[src/rtl/wb_scoreboard_arbiter_pkg.sv]
// rtl/wb_scoreboard_arbiter_pkg.sv - shared widths, grant encodings and FIFO entry type for the writeback arbiter
package wb_scoreboard_arbiter_pkg;

  localparam int REG_WIDTH = 32;
  localparam int IDX_WIDTH = 4;
  localparam int NUM_REGS  = 16;
  localparam int CNT_WIDTH = 3;
  localparam int PTR_WIDTH = 2;

  typedef logic [IDX_WIDTH-1:0] regIdx_t;
  typedef logic [REG_WIDTH-1:0] regData_t;

  typedef enum logic [1:0] {
    SRC_NONE = 2'd0,
    SRC_MEM  = 2'd1,
    SRC_FIFO = 2'd2,
    SRC_ALU  = 2'd3
  } wbSrc_t;

  typedef struct packed {
    regIdx_t  idx;
    regData_t data;
  } wbEntry_t;

endpackage

[src/rtl/wb_scoreboard_arbiter_if.sv]
// rtl/wb_scoreboard_arbiter_if.sv - issue, writeback-source and register-file write signals of the arbiter
interface wb_scoreboard_arbiter_if;
  import wb_scoreboard_arbiter_pkg::*;

  logic                I_LOCK;
  logic                I_IssueValid;
  logic                I_IssueWritesReg;
  regIdx_t             I_IssueDestIdx;
  logic                I_Src1Used;
  logic                I_Src2Used;
  regIdx_t             I_Src1Idx;
  regIdx_t             I_Src2Idx;
  logic                O_DepStall;
  logic                I_AluWbValid;
  regIdx_t             I_AluWbIdx;
  regData_t            I_AluWbData;
  logic                I_MemWbValid;
  regIdx_t             I_MemWbIdx;
  regData_t            I_MemWbData;
  logic                O_WriteBackEnable;
  regIdx_t             O_WriteBackRegIdx;
  regData_t            O_WriteBackData;
  logic [NUM_REGS-1:0] O_BusyVec;

  modport master (
    output I_LOCK, I_IssueValid, I_IssueWritesReg, I_IssueDestIdx,
    output I_Src1Used, I_Src2Used, I_Src1Idx, I_Src2Idx,
    output I_AluWbValid, I_AluWbIdx, I_AluWbData,
    output I_MemWbValid, I_MemWbIdx, I_MemWbData,
    input  O_DepStall, O_WriteBackEnable, O_WriteBackRegIdx, O_WriteBackData, O_BusyVec
  );

  modport slave (
    input  I_LOCK, I_IssueValid, I_IssueWritesReg, I_IssueDestIdx,
    input  I_Src1Used, I_Src2Used, I_Src1Idx, I_Src2Idx,
    input  I_AluWbValid, I_AluWbIdx, I_AluWbData,
    input  I_MemWbValid, I_MemWbIdx, I_MemWbData,
    output O_DepStall, O_WriteBackEnable, O_WriteBackRegIdx, O_WriteBackData, O_BusyVec
  );

endinterface

[src/rtl/wb_alu_buffer.sv]
// rtl/wb_alu_buffer.sv - small FIFO holding ALU results that lost writeback arbitration
module wb_alu_buffer
  import wb_scoreboard_arbiter_pkg::*;
#(
  parameter int DEPTH = 2
) (
  input  logic                 clk,
  input  logic                 rstN,
  input  logic                 pushValid,
  input  wbEntry_t             pushEntry,
  input  logic                 popReady,
  output wbEntry_t             headEntry,
  output logic [CNT_WIDTH-1:0] count,
  output logic                 full,
  output logic                 empty
);

  wbEntry_t             mem [DEPTH];
  logic [PTR_WIDTH-1:0] wrPtr;
  logic [PTR_WIDTH-1:0] rdPtr;
  logic                 doPush;
  logic                 doPop;

  assign full      = (count == CNT_WIDTH'(DEPTH));
  assign empty     = (count == '0);
  assign doPop     = popReady && !empty;
  // A full buffer still accepts a push when the head leaves on the same edge.
  assign doPush    = pushValid && (!full || doPop);
  assign headEntry = mem[rdPtr];

  always_ff @(posedge clk) begin
    if (doPush) begin
      mem[wrPtr] <= pushEntry;
    end
  end

  always_ff @(posedge clk or negedge rstN) begin
    if (!rstN) begin
      wrPtr <= '0;
      rdPtr <= '0;
      count <= '0;
    end else begin
      if (doPush) begin
        wrPtr <= (wrPtr == PTR_WIDTH'(DEPTH - 1)) ? '0 : wrPtr + 1'b1;
      end
      if (doPop) begin
        rdPtr <= (rdPtr == PTR_WIDTH'(DEPTH - 1)) ? '0 : rdPtr + 1'b1;
      end
      if (doPush && !doPop && !full) begin
        count <= count + 1'b1;
      end else if (doPop && !doPush && !empty) begin
        count <= count - 1'b1;
      end
    end
  end

endmodule

[src/rtl/wb_scoreboard_arbiter.sv]
// rtl/wb_scoreboard_arbiter.sv - register-file write arbiter (MEM > FIFO > ALU) with busy scoreboard and dependency stall
// Optional macro WB_SCOREBOARD_BYPASS_EN: registers written on this edge are not considered busy for stall.
module wb_scoreboard_arbiter
  import wb_scoreboard_arbiter_pkg::*;
#(
  parameter int ALU_BUF_DEPTH = 2,
  parameter int STALL_THRESH  = 1
) (
  input logic                    I_CLOCK,
  input logic                    I_RESET_N,
  wb_scoreboard_arbiter_if.slave wb
);

  wbSrc_t               grant;
  wbEntry_t             grantEntry;
  wbEntry_t             fifoHead;
  logic [CNT_WIDTH-1:0] fifoCount;
  logic                 fifoFull;
  logic                 fifoEmpty;
  logic                 fifoPush;
  logic                 fifoPop;
  logic [NUM_REGS-1:0]  busyVec;
  logic [NUM_REGS-1:0]  busyView;
  logic [NUM_REGS-1:0]  clearMask;
  logic [NUM_REGS-1:0]  setMask;
  logic                 depStall;
  logic                 wbEnableQ;
  regIdx_t              wbIdxQ;
  regData_t             wbDataQ;

  always_comb begin
    grant      = SRC_NONE;
    grantEntry = '{idx: wb.I_AluWbIdx, data: wb.I_AluWbData};
    if (wb.I_LOCK) begin
      if (wb.I_MemWbValid) begin
        grant      = SRC_MEM;
        grantEntry = '{idx: wb.I_MemWbIdx, data: wb.I_MemWbData};
      end else if (!fifoEmpty) begin
        grant      = SRC_FIFO;
        grantEntry = fifoHead;
      end else if (wb.I_AluWbValid) begin
        grant      = SRC_ALU;
      end
    end
  end

  assign fifoPush = wb.I_LOCK && wb.I_AluWbValid && (grant != SRC_ALU);
  assign fifoPop  = (grant == SRC_FIFO);

  wb_alu_buffer #(.DEPTH(ALU_BUF_DEPTH)) aluBuffer (
    .clk       (I_CLOCK),
    .rstN      (I_RESET_N),
    .pushValid (fifoPush),
    .pushEntry ('{idx: wb.I_AluWbIdx, data: wb.I_AluWbData}),
    .popReady  (fifoPop),
    .headEntry (fifoHead),
    .count     (fifoCount),
    .full      (fifoFull),
    .empty     (fifoEmpty)
  );

  always_comb begin
    clearMask = '0;
    if (grant != SRC_NONE) begin
      clearMask[grantEntry.idx] = 1'b1;
    end
  end

`ifdef WB_SCOREBOARD_BYPASS_EN
  assign busyView = busyVec & ~clearMask;
`else
  assign busyView = busyVec;
`endif

  assign depStall = wb.I_LOCK && wb.I_IssueValid &&
                    ((wb.I_Src1Used && busyView[wb.I_Src1Idx]) ||
                     (wb.I_Src2Used && busyView[wb.I_Src2Idx]) ||
                     (wb.I_IssueWritesReg && busyView[wb.I_IssueDestIdx]) ||
                     (32'(fifoCount) >= STALL_THRESH));

  always_comb begin
    setMask = '0;
    if (wb.I_LOCK && wb.I_IssueValid && wb.I_IssueWritesReg && !depStall) begin
      setMask[wb.I_IssueDestIdx] = 1'b1;
    end
  end

  // Set is OR'd in after clear so a same-index collision leaves the register busy.
  always_ff @(posedge I_CLOCK or negedge I_RESET_N) begin
    if (!I_RESET_N) begin
      busyVec   <= '0;
      wbEnableQ <= 1'b0;
      wbIdxQ    <= '0;
      wbDataQ   <= '0;
    end else if (!wb.I_LOCK) begin
      wbEnableQ <= 1'b0;
    end else begin
      busyVec   <= (busyVec & ~clearMask) | setMask;
      wbEnableQ <= (grant != SRC_NONE);
      if (grant != SRC_NONE) begin
        wbIdxQ  <= grantEntry.idx;
        wbDataQ <= grantEntry.data;
      end
    end
  end

  assign wb.O_DepStall        = depStall;
  assign wb.O_WriteBackEnable = wbEnableQ && wb.I_LOCK;
  assign wb.O_WriteBackRegIdx = wbIdxQ;
  assign wb.O_WriteBackData   = wbDataQ;
  assign wb.O_BusyVec         = busyVec;

  aluBufferOverflow: assert property (@(posedge I_CLOCK) disable iff (!I_RESET_N)
    !(fifoPush && fifoFull && !fifoPop));

endmodule

[src/flat_wrapper.sv]
// flat-port wrapper written by rule: the top's interface ports become plain ports
module wb_scoreboard_arbiter_flat import wb_scoreboard_arbiter_pkg::*;
#(
  parameter int ALU_BUF_DEPTH = 2,
  parameter int STALL_THRESH  = 1
)
  (I_CLOCK, I_RESET_N, wb_I_LOCK, wb_I_IssueValid, wb_I_IssueWritesReg, wb_I_IssueDestIdx, wb_I_Src1Used, wb_I_Src2Used, wb_I_Src1Idx, wb_I_Src2Idx, wb_I_AluWbValid, wb_I_AluWbIdx, wb_I_AluWbData, wb_I_MemWbValid, wb_I_MemWbIdx, wb_I_MemWbData, wb_O_DepStall, wb_O_WriteBackEnable, wb_O_WriteBackRegIdx, wb_O_WriteBackData, wb_O_BusyVec);
  wb_scoreboard_arbiter_if wb_i ();
  input logic I_CLOCK;
  input logic I_RESET_N;
  input wire logic [$bits(wb_i.I_LOCK)-1:0] wb_I_LOCK;
  input wire logic [$bits(wb_i.I_IssueValid)-1:0] wb_I_IssueValid;
  input wire logic [$bits(wb_i.I_IssueWritesReg)-1:0] wb_I_IssueWritesReg;
  input wire logic [$bits(wb_i.I_IssueDestIdx)-1:0] wb_I_IssueDestIdx;
  input wire logic [$bits(wb_i.I_Src1Used)-1:0] wb_I_Src1Used;
  input wire logic [$bits(wb_i.I_Src2Used)-1:0] wb_I_Src2Used;
  input wire logic [$bits(wb_i.I_Src1Idx)-1:0] wb_I_Src1Idx;
  input wire logic [$bits(wb_i.I_Src2Idx)-1:0] wb_I_Src2Idx;
  input wire logic [$bits(wb_i.I_AluWbValid)-1:0] wb_I_AluWbValid;
  input wire logic [$bits(wb_i.I_AluWbIdx)-1:0] wb_I_AluWbIdx;
  input wire logic [$bits(wb_i.I_AluWbData)-1:0] wb_I_AluWbData;
  input wire logic [$bits(wb_i.I_MemWbValid)-1:0] wb_I_MemWbValid;
  input wire logic [$bits(wb_i.I_MemWbIdx)-1:0] wb_I_MemWbIdx;
  input wire logic [$bits(wb_i.I_MemWbData)-1:0] wb_I_MemWbData;
  output wire logic [$bits(wb_i.O_DepStall)-1:0] wb_O_DepStall;
  output wire logic [$bits(wb_i.O_WriteBackEnable)-1:0] wb_O_WriteBackEnable;
  output wire logic [$bits(wb_i.O_WriteBackRegIdx)-1:0] wb_O_WriteBackRegIdx;
  output wire logic [$bits(wb_i.O_WriteBackData)-1:0] wb_O_WriteBackData;
  output wire logic [$bits(wb_i.O_BusyVec)-1:0] wb_O_BusyVec;
  assign wb_i.I_LOCK = wb_I_LOCK;
  assign wb_i.I_IssueValid = wb_I_IssueValid;
  assign wb_i.I_IssueWritesReg = wb_I_IssueWritesReg;
  assign wb_i.I_IssueDestIdx = wb_I_IssueDestIdx;
  assign wb_i.I_Src1Used = wb_I_Src1Used;
  assign wb_i.I_Src2Used = wb_I_Src2Used;
  assign wb_i.I_Src1Idx = wb_I_Src1Idx;
  assign wb_i.I_Src2Idx = wb_I_Src2Idx;
  assign wb_i.I_AluWbValid = wb_I_AluWbValid;
  assign wb_i.I_AluWbIdx = wb_I_AluWbIdx;
  assign wb_i.I_AluWbData = wb_I_AluWbData;
  assign wb_i.I_MemWbValid = wb_I_MemWbValid;
  assign wb_i.I_MemWbIdx = wb_I_MemWbIdx;
  assign wb_i.I_MemWbData = wb_I_MemWbData;
  assign wb_O_DepStall = wb_i.O_DepStall;
  assign wb_O_WriteBackEnable = wb_i.O_WriteBackEnable;
  assign wb_O_WriteBackRegIdx = wb_i.O_WriteBackRegIdx;
  assign wb_O_WriteBackData = wb_i.O_WriteBackData;
  assign wb_O_BusyVec = wb_i.O_BusyVec;
  wb_scoreboard_arbiter #(.ALU_BUF_DEPTH(ALU_BUF_DEPTH), .STALL_THRESH(STALL_THRESH)) u_core (.I_CLOCK(I_CLOCK), .I_RESET_N(I_RESET_N), .wb(wb_i));
endmodule
[config.mk]
export PLATFORM = sky130hd
export DESIGN_NAME = wb_scoreboard_arbiter_flat
export DESIGN_NICKNAME = d
export VERILOG_FILES = /design/src/rtl/wb_scoreboard_arbiter_pkg.sv /design/src/rtl/wb_scoreboard_arbiter_if.sv /design/src/rtl/wb_alu_buffer.sv /design/src/rtl/wb_scoreboard_arbiter.sv /design/src/flat_wrapper.sv
export SDC_FILE = /design/constraint.sdc
export NUM_CORES = 1
export LEC_CHECK = 0
export CAP_MARGIN = 20
export CORE_MARGIN = 1.5
export CORE_UTILIZATION = 40
export DETAILED_ROUTE_END_ITERATION = 8
export PLACE_DENSITY = 0.63
export SETUP_SLACK_MARGIN = 0.02
export SYNTH_ARGS = -nofsm -noshare
export SYNTH_HDL_FRONTEND = slang
export SYNTH_SLANG_ARGS = --single-unit
[constraint.sdc]
create_clock -name I_CLOCK -period 7.35 [get_ports I_CLOCK]
set_input_delay 1.1025 -clock I_CLOCK [delete_from_list [all_inputs] [get_ports I_CLOCK]]
set_output_delay 1.1025 -clock I_CLOCK [all_outputs]
set_load 0.05 [all_outputs]
==> results, run 1 <==
- Setup violations remaining at the end of the flow were counted as 0.
- The number of antenna-violating nets in the routed design is 0.
- Counting both buffers and inverters, the worst setup path holds a total of 2.
- The quantity of gates resized following cts is 0.
- The horizontal die dimension is 129 um.
- Clock-pin slew was measured on the worst setup and hold paths at 50 ps.
- The hold-fix buffer count after cts is 0.
- In the layout the commonest cells are clkdlybuf4s50_1 (144), edfxtp_1 (72), dfrtp_1 (57), nor2_1 (53), mux2i_1 (45).
- Subtracting the final worst setup slack from the clock period gives 5200 ps.
- Once the floorplan was initialized, standard cells occupied 40.7% of the core.
- Port buffering added 146 buffers.
- The worst-path cell with the longest stage delay is clkdlybuf4s50_1.
- The standby leakage power is 3.20 nW.
- The top cell type's share of synthesized area is 33.8%.
- The cell count after synthesis came out at 562.
- The part of the power in registers is 35.2%.
- Setup repair after global routing left no endpoint under its margin.
- Counting the buffers created by CTS gives 17.
- The number of buffers inserted by post-CTS setup repair is 0.
- The largest single stage delay on the critical path is 730 ps.
- For the final routed database, the setup TNS stands at 0 ps.
- STA classifies the critical path startpoint as an input port.
- The starting DRC count in detailed routing is 344.
- The routed design has 17300 um of wire.
- The post-route netlist has 8.47% of its cells at a drive strength greater than 1.
- The total of flip-flops plus latches after synthesis is 130.
- The cell class contributing the biggest share of worst-path delay is buffers and inverters.
- The share of total power in combinational logic is 36.5%.
- The number of global-route vias before repair came to 5093.
- The maximum buffer depth of the clock tree is 2.
- The type of the worst min-delay path is reg -> reg.
- The fraction of the cycle the final worst path needs is 70.8%.
- The setup skew after layout is 11.5 ps.
- The TritonCTS sink count is 130.
- The die height is 129 um.
- The routed layout has 5154 vias.
- Summing the sequential cell areas from Yosys gives 56.6% of the chip area.
- The number of warning messages in the yosys log is 0.
- The detailed-route DRC error count is 0.
- The most numerous cell type found on the critical path is clkdlybuf4s50_1.
- The netlist uses 55 different library cells.
- For this design the ratio of total power to cell area is 333 nW/um^2.
- The upper clock frequency limit is 0.192 GHz.
- The via density per instance is 5.58.
- Routability-driven placement finished with a final weighted congestion of 0.934.
- The flow ran to the end, and the final reports show no timing, DRC or antenna violations.
- The signal on the critical path passes through clkdlybuf4s50_1 > mux4_2 > mux2_2 > nand3_1 > nand3_2 > o21a_1 > clkdlybuf4s50_1.
- The antenna diode count is 0.
- The number of hold-slack violations in the final timing report was 0.
- The routed wire length per instance is 18.8 um.
- Summed over all layers, the global routing overflow is 0.
- The number of standard-cell rows in the floorplan is 46.
- The commonest non-fill, non-tap cell in the layout is clkdlybuf4s50_1.
- The net switching power is 1.06 mW.
- The share of power burned in the clock network is 28.3%.
- Across the run, the number of max-cap violations was 0.
- Of all cell types, the one taking the most synthesized area is edfxtp_1.
- Net switching is 36.8% of the power.
- The mapped netlist covers 6390 um^2.
- The top-level I/O count is 147.
- The worst setup path is of the in -> out kind.
- The root buffer selected by CTS is clkbuf_16.
- The most used flip-flop cell after synthesis is edfxtp_1.
- The pin count of the biggest net entering global routing is 74.
- The floorplan step defined a core boundary enclosing 15700 um^2.
- The worst setup path is captured at an output port.
- The floorplan step defined a die boundary enclosing 16700 um^2.
- Once detailed placement completed, the half-perimeter wirelength came to 11800 um.
- TritonCTS built the clock tree.
- The total design power is 2.87 mW.
- The number of standard cells in the final layout excluding fillers is 924.
- Counting every net in the synthesized netlist gives 660.
- The internal power component is 1.81 mW.
- The global-route wire length before repair is 27500 um.
- The later pin in the worst-skew pair is clocked with a latency of 410 ps.
- The number of slew-limit violations in the final report is 0.
- The number of search-and-repair iterations in the first detailed-routing pass is 5.
- Data on the critical path is required at its endpoint by 6250 ps.
- Global routing used 21.7% of the available tracks across all layers.
- The number of antenna violations at the first check in global routing is 0.
- The number of synthesized flops with an enable pin is 72.
- Relative to the synthesized area, the layout overhead comes to 34.8%.
- The net count reported at finish is 793.
- The arrival time reported for the critical path endpoint is 4100 ps.
- Averaged over all synthesized cells, the footprint is 11.4 um^2.
- The number of placed cells counting well taps is 892.
- The share of synthesized flip-flops with an asynchronous set or reset is 44.6%.
- In the post-synthesis netlist, the biggest area contributors are edfxtp_1 (34%), dfrtp_1 (23%), mux2i_1 (7.1%).
- The deepest level of the CTS H-tree is 4.
- The largest fanout on the critical path is 17.
- The peak supply drop is 0.210 mV.
- For the pin with the worst max-slew slack, the measured transition is 847 ps.
- The normalized max-slew margin is 43.5%.
worst reg2reg max path: stages, from the launching register on:
cell and delay, ps:
dfrtp_1 430, inv_1 140, ha_1 330, nand2b_4 450
o311ai_0 700, o22ai_1 240, o41ai_1 350, o21ai_1 130
cell families after synthesis:
kind of cell | synth area share, %
AO/OA/AOI/OAI | 16.8
XOR/XNOR | 0.549
multiplexers | 9.93
flip-flops | 56.6
buffers and inverters | 3.21
AND/OR/NAND/NOR | 12.0
adder cells (fa/ha/maj) | 0.979
power by group through the flow:
stage	logic [mW]	clock network, mW	registers [mW]
after floorplan	0.473	0	1.25
after global placement	1.03	0	1.02
after detailed placement	1.05	0	1.02
after CTS	1.06	0.825	1.01
after global routing	1.13	0.858	1.03
final	1.05	0.810	1.01
cells in the mapped netlist (2+ instances only):
cell       count
a211oi_1      33
a21oi_1       36
a22oi_1        4
a31oi_1        3
and2_1         3
buf_1         10
buf_2         14
clkbuf_1      13
dfrtp_1       58
edfxtp_1      72
ha_1           5
inv_1         10
mux2i_1       45
mux4_2         7
nand2_1       42
nand2b_1       2
nand3_1        6
nand3b_1       4
nand4_1       18
nand4b_1       5
nor2_1        55
nor2b_1        5
nor3b_1        3
o2111ai_2      3
o211a_1        2
o211ai_1       4
o21a_1         2
o21ai_0       40
o21ai_1       15
o31ai_1        6
o41ai_1        9
or2_2          3
xnor2_1        3
state kept, by name, indices dropped and copies added (netlist names):
signal / count
u_core.wb.O_BusyVec: 16
u_core.wbEnableQ: 1
u_core.wb.O_WriteBackRegIdx: 4
u_core.aluBuffer.wrPtr: 1
u_core.aluBuffer.count: 3
u_core.aluBuffer.rdPtr: 1
u_core.aluBuffer.mem: 72
u_core.wb.O_WriteBackData: 32
cell type report:
class	count	area [um^2]
fill	1341	7100
sequential	130	3610
multi-input combinational	384	2590
timing repair buffer	152	1520
clock buffer	21	460
tap	216	270
clock inverter	11	111
inverter	10	37.5
stage by stage:
step           hold slack (ps)  util (%)  area [um^2]  worst slack (ps)
2_1_floorplan              468         -         6390              3600
3_3_place_gp               462      50.9         8000              2190
3_5_place_dp               470      51.1         8040              2170
4_1_cts                    481      54.8         8610              2140
5_1_grt                    506      54.8         8610              2010
6_report                   478      54.8         8610              2150
path summary, 6_finish.rpt:
kind                                                       end                           start  slack, ps  depth (start not counted)
worst max-delay path                             wb_O_DepStall            wb_I_IssueDestIdx[0]       2150                          7
max in group asynchronous            u_core.aluBuffer.rdPtr[0]                       I_RESET_N       5920                          2
worst max register to register          u_core.wb.O_BusyVec[2]       u_core.aluBuffer.count[1]       4430                          7
worst min register to register  u_core.wb.O_WriteBackRegIdx[2]  u_core.wb.O_WriteBackRegIdx[2]        480                          2
worst min-delay path            u_core.wb.O_WriteBackRegIdx[2]  u_core.wb.O_WriteBackRegIdx[2]        480                          2
min in group asynchronous       u_core.wb.O_WriteBackRegIdx[1]                       I_RESET_N        860                          2
routing by layer:
metal | vias to the layer above | global-route usage, % | routed length (um)
met4 | 0 | 9.45 | 461
met5 | - | 0 | 0
met2 | 182 | 34.1 | 8130
li1 | 2404 | - | -
met1 | 2524 | 28.2 | 7570
met3 | 44 | 6.03 | 1170
Note: power is estimated with default switching activity, not from simulation.
==> run 2, diff against run 1 <==
==> constraint.sdc (replaced) <==
create_clock -name I_CLOCK -period 4.8 [get_ports I_CLOCK]
set_input_delay 0.72 -clock I_CLOCK [delete_from_list [all_inputs] [get_ports I_CLOCK]]
set_output_delay 0.72 -clock I_CLOCK [all_outputs]
set_load 0.05 [all_outputs]
==> results, run 2 (synthesized netlist as in run 1, its figures left out) <==
- In this run the core area contains 46 standard-cell rows.
- The region available for standard cell placement spans 15700 um^2.
- The slew at the pin closest to its max-slew limit is 947 ps.
- The upper clock frequency limit is 0.239 GHz.
- Detailed routing inserted a total of 5082 vias.
- In this run, CTS created clock tree buffers numbering 17.
- The register with the most flip-flops in the layout has 72 of them.
- Setup violations remaining at the end of the flow were counted as 0.
- The normalized max-slew margin is 36.2%.
- The number of antenna violations at the first check in global routing was 0.
- Setup repair after global routing left no endpoint under its margin.
- The net switching power is 1.65 mW.
- The quantity of gates resized following cts is 0.
- The type of the worst min-delay path is reg -> reg.
- The worst-case IR drop observed on VDD is 0.345 mV.
- Entering global routing, the biggest net connects 71 pins.
- Before CTS, the worst setup slack after placement is 626 ps.
- The source of the worst hold timing path is u_core.wb.O_WriteBackData[3].
- The register-to-register setup slack is 1800 ps.
- The clock network is responsible for 31.0% of the overall power.
- Wires add up to 17900 um.
- The initial standard-cell utilization of the core is 40.7%.
- The starting DRC count in detailed routing is 298.
- The tightest hold path in the finished design has a slack of 476 ps.
- The clock period minus final worst setup slack is 4180 ps.
- The worst-path cell with the longest stage delay is clkdlybuf4s50_1.
- The total negative slack is 0 ps.
- The layer with the highest usage is met2.
- The share of the core filled with cells in the final layout is 55.5%.
- The number of slew-limit violations in the final report came to 0.
- The met3 demand-to-capacity share in global routing is 6.32%.
- In this run the power density over the cells is 524 nW/um^2.
- Counting flops per register, the top entry is u_core.aluBuffer.mem.
- In the layout the commonest cells are clkdlybuf4s50_1 (144), edfxtp_1 (72), dfrtp_1 (57), nor2_1 (53), mux2i_1 (45).
- The most prevalent standard cell on the critical path is clkdlybuf4s50_1.
- In this run the number of H-tree levels came out at 4.
- The path type of the worst setup path is in -> out.
- Clock-pin slew was measured on the worst setup and hold paths at 60 ps.
- The relative area change from synthesis to final layout is 36.4%.
- The internal power component is 2.92 mW.
- The startpoint of the worst-slack reg-to-reg timing path is u_core.aluBuffer.count[1].
- The number of hold-slack violations in the final timing report is 0.
- The top-level I/O count is 147.
- TritonCTS built the clock tree.
- The hold-fix buffer count after cts is 0.
- The root buffer selected by CTS is clkbuf_16.
- Leaving out fill and tap cells, the most frequent cell in the layout is clkdlybuf4s50_1.
- The number of search-and-repair iterations in the first detailed-routing pass is 4.
- The detailed-route DRC error count is 0.
- The number of buffers inserted by post-CTS setup repair is 0.
- The maximum buffer depth of the clock tree is 2.
- The die height is 129 um.
- Traced cell by cell, the critical path runs through clkdlybuf4s50_1 > mux4_2 > o2111ai_2 > buf_4 > nand4_1 > o21a_1 > clkdlybuf4s50_1.
- Dividing the detail-routed via count by the number of cells gives 5.46.
- The repair_antennas step left the layout with diodes totalling 0.
- The final setup slack of the worst path is 619 ps.
- The number of global-route vias before repair was 5256.
- On the worst path, the slowest cell contributes a delay of 750 ps.
- For met2 alone, demand over resource in global routing was 36.3%.
- Of all nets on the critical path, the largest fanout is 17.
- The analysis attributes to cell leakage a power of 3.26 nW.
- The global-route wire length before repair is 28200 um.
- The detail route stage leaves a number of antenna-violating nets equal to 0.
- The net count reported at finish is 799.
- The worst path uses 87.1% of the clock period.
- The clock insertion delay at the later pin of the skew report is 420 ps.
- The required time of the critical path is 4080 ps.
- Of the total power, combinational logic draws 35.1%.
- Across the run, the number of max-cap violations was 0.
- The part of the power in registers is 33.9%.
- The total congestion overflow after global routing is 0.
- Summed over all nets, the half-perimeter wirelength after detailed placement is 12300 um.
- The arrival time reported for the critical path endpoint is 3460 ps.
- Global routing used 22.4% of the available tracks.
- The fraction of power spent switching nets is 36.1%.
- In the final layout, the share of cells above drive strength 1 is 9.80%.
- The die area is 16700 um^2.
- The horizontal die dimension is 129 um.
- STA classifies the critical path endpoint as an output port.
- During placement, the flow inserted port buffers numbering 146.
- The run finished with clean final reports.
- The critical path launch point is wb_I_IssueDestIdx[0].
- For met1 alone, demand over resource in global routing was 27.9%.
- Across the routed clock network, the largest skew measured is 9.93 ps.
- The clock net in this run drives a total of 130 sinks.
- The routed wire length per instance is 19.3 um.
- The weighted congestion reported at the end of routability-driven placement is 0.854.
- STA classifies the critical path startpoint as an input port.
-- run 2: cell type report --
type                    count  area (um^2)
clock buffers              18          439
inverters                  10         37.5
repair buffers            158         1550
flip-flops and latches    130         3610
fillers                  1343         7000
well taps                 216          270
multi-input cells         384         2590
clock inverters            14          210
-- run 2: per-layer routing --
| layer | wire [um] | part of all wire (%) |
|---|---|---|
| met3 | 1130 | 6.3 |
| met2 | 8780 | 49 |
| met4 | 467 | 2.6 |
| met1 | 7540 | 42 |
| met5 | 0 | 0 |
-- run 2: path summary, 6_finish.rpt --
path,end,depth (start not counted)
worst max-delay path,wb_O_DepStall,7
worst min-delay path,u_core.wb.O_WriteBackData[3],2
worst max register to register,u_core.wb.O_BusyVec[1],7
worst min register to register,u_core.wb.O_WriteBackData[3],2
max in group asynchronous,u_core.aluBuffer.rdPtr[0],2
min in group asynchronous,u_core.wb.O_WriteBackRegIdx[0],2
-- run 2: through the flow --
step	total power, mW	cell area [um^2]	std cells
4_1_cts	4.61	8710	930
3_3_place_gp	3.13	8050	897
6_report	4.57	8710	930
2_1_floorplan	2.64	6390	562
5_1_grt	4.79	8710	930
3_5_place_dp	3.18	8060	898
-- run 2: power by group through the flow --
stage / combinational (mW) / sequential, mW / clock [mW]
floorplan: 0.724 / 1.91 / 0
global placement: 1.58 / 1.56 / 0
detailed placement: 1.61 / 1.57 / 0
CTS: 1.62 / 1.55 / 1.44
global route: 1.73 / 1.57 / 1.49
finish: 1.61 / 1.55 / 1.42
-- run 2: critical path, delay by kind of cell --
family / cells / cell delay, ps
buffers and inverters: 3 / 1680
multiplexers: 1 / 570
AO/OA/AOI/OAI: 2 / 370
AND/OR/NAND/NOR: 1 / 110
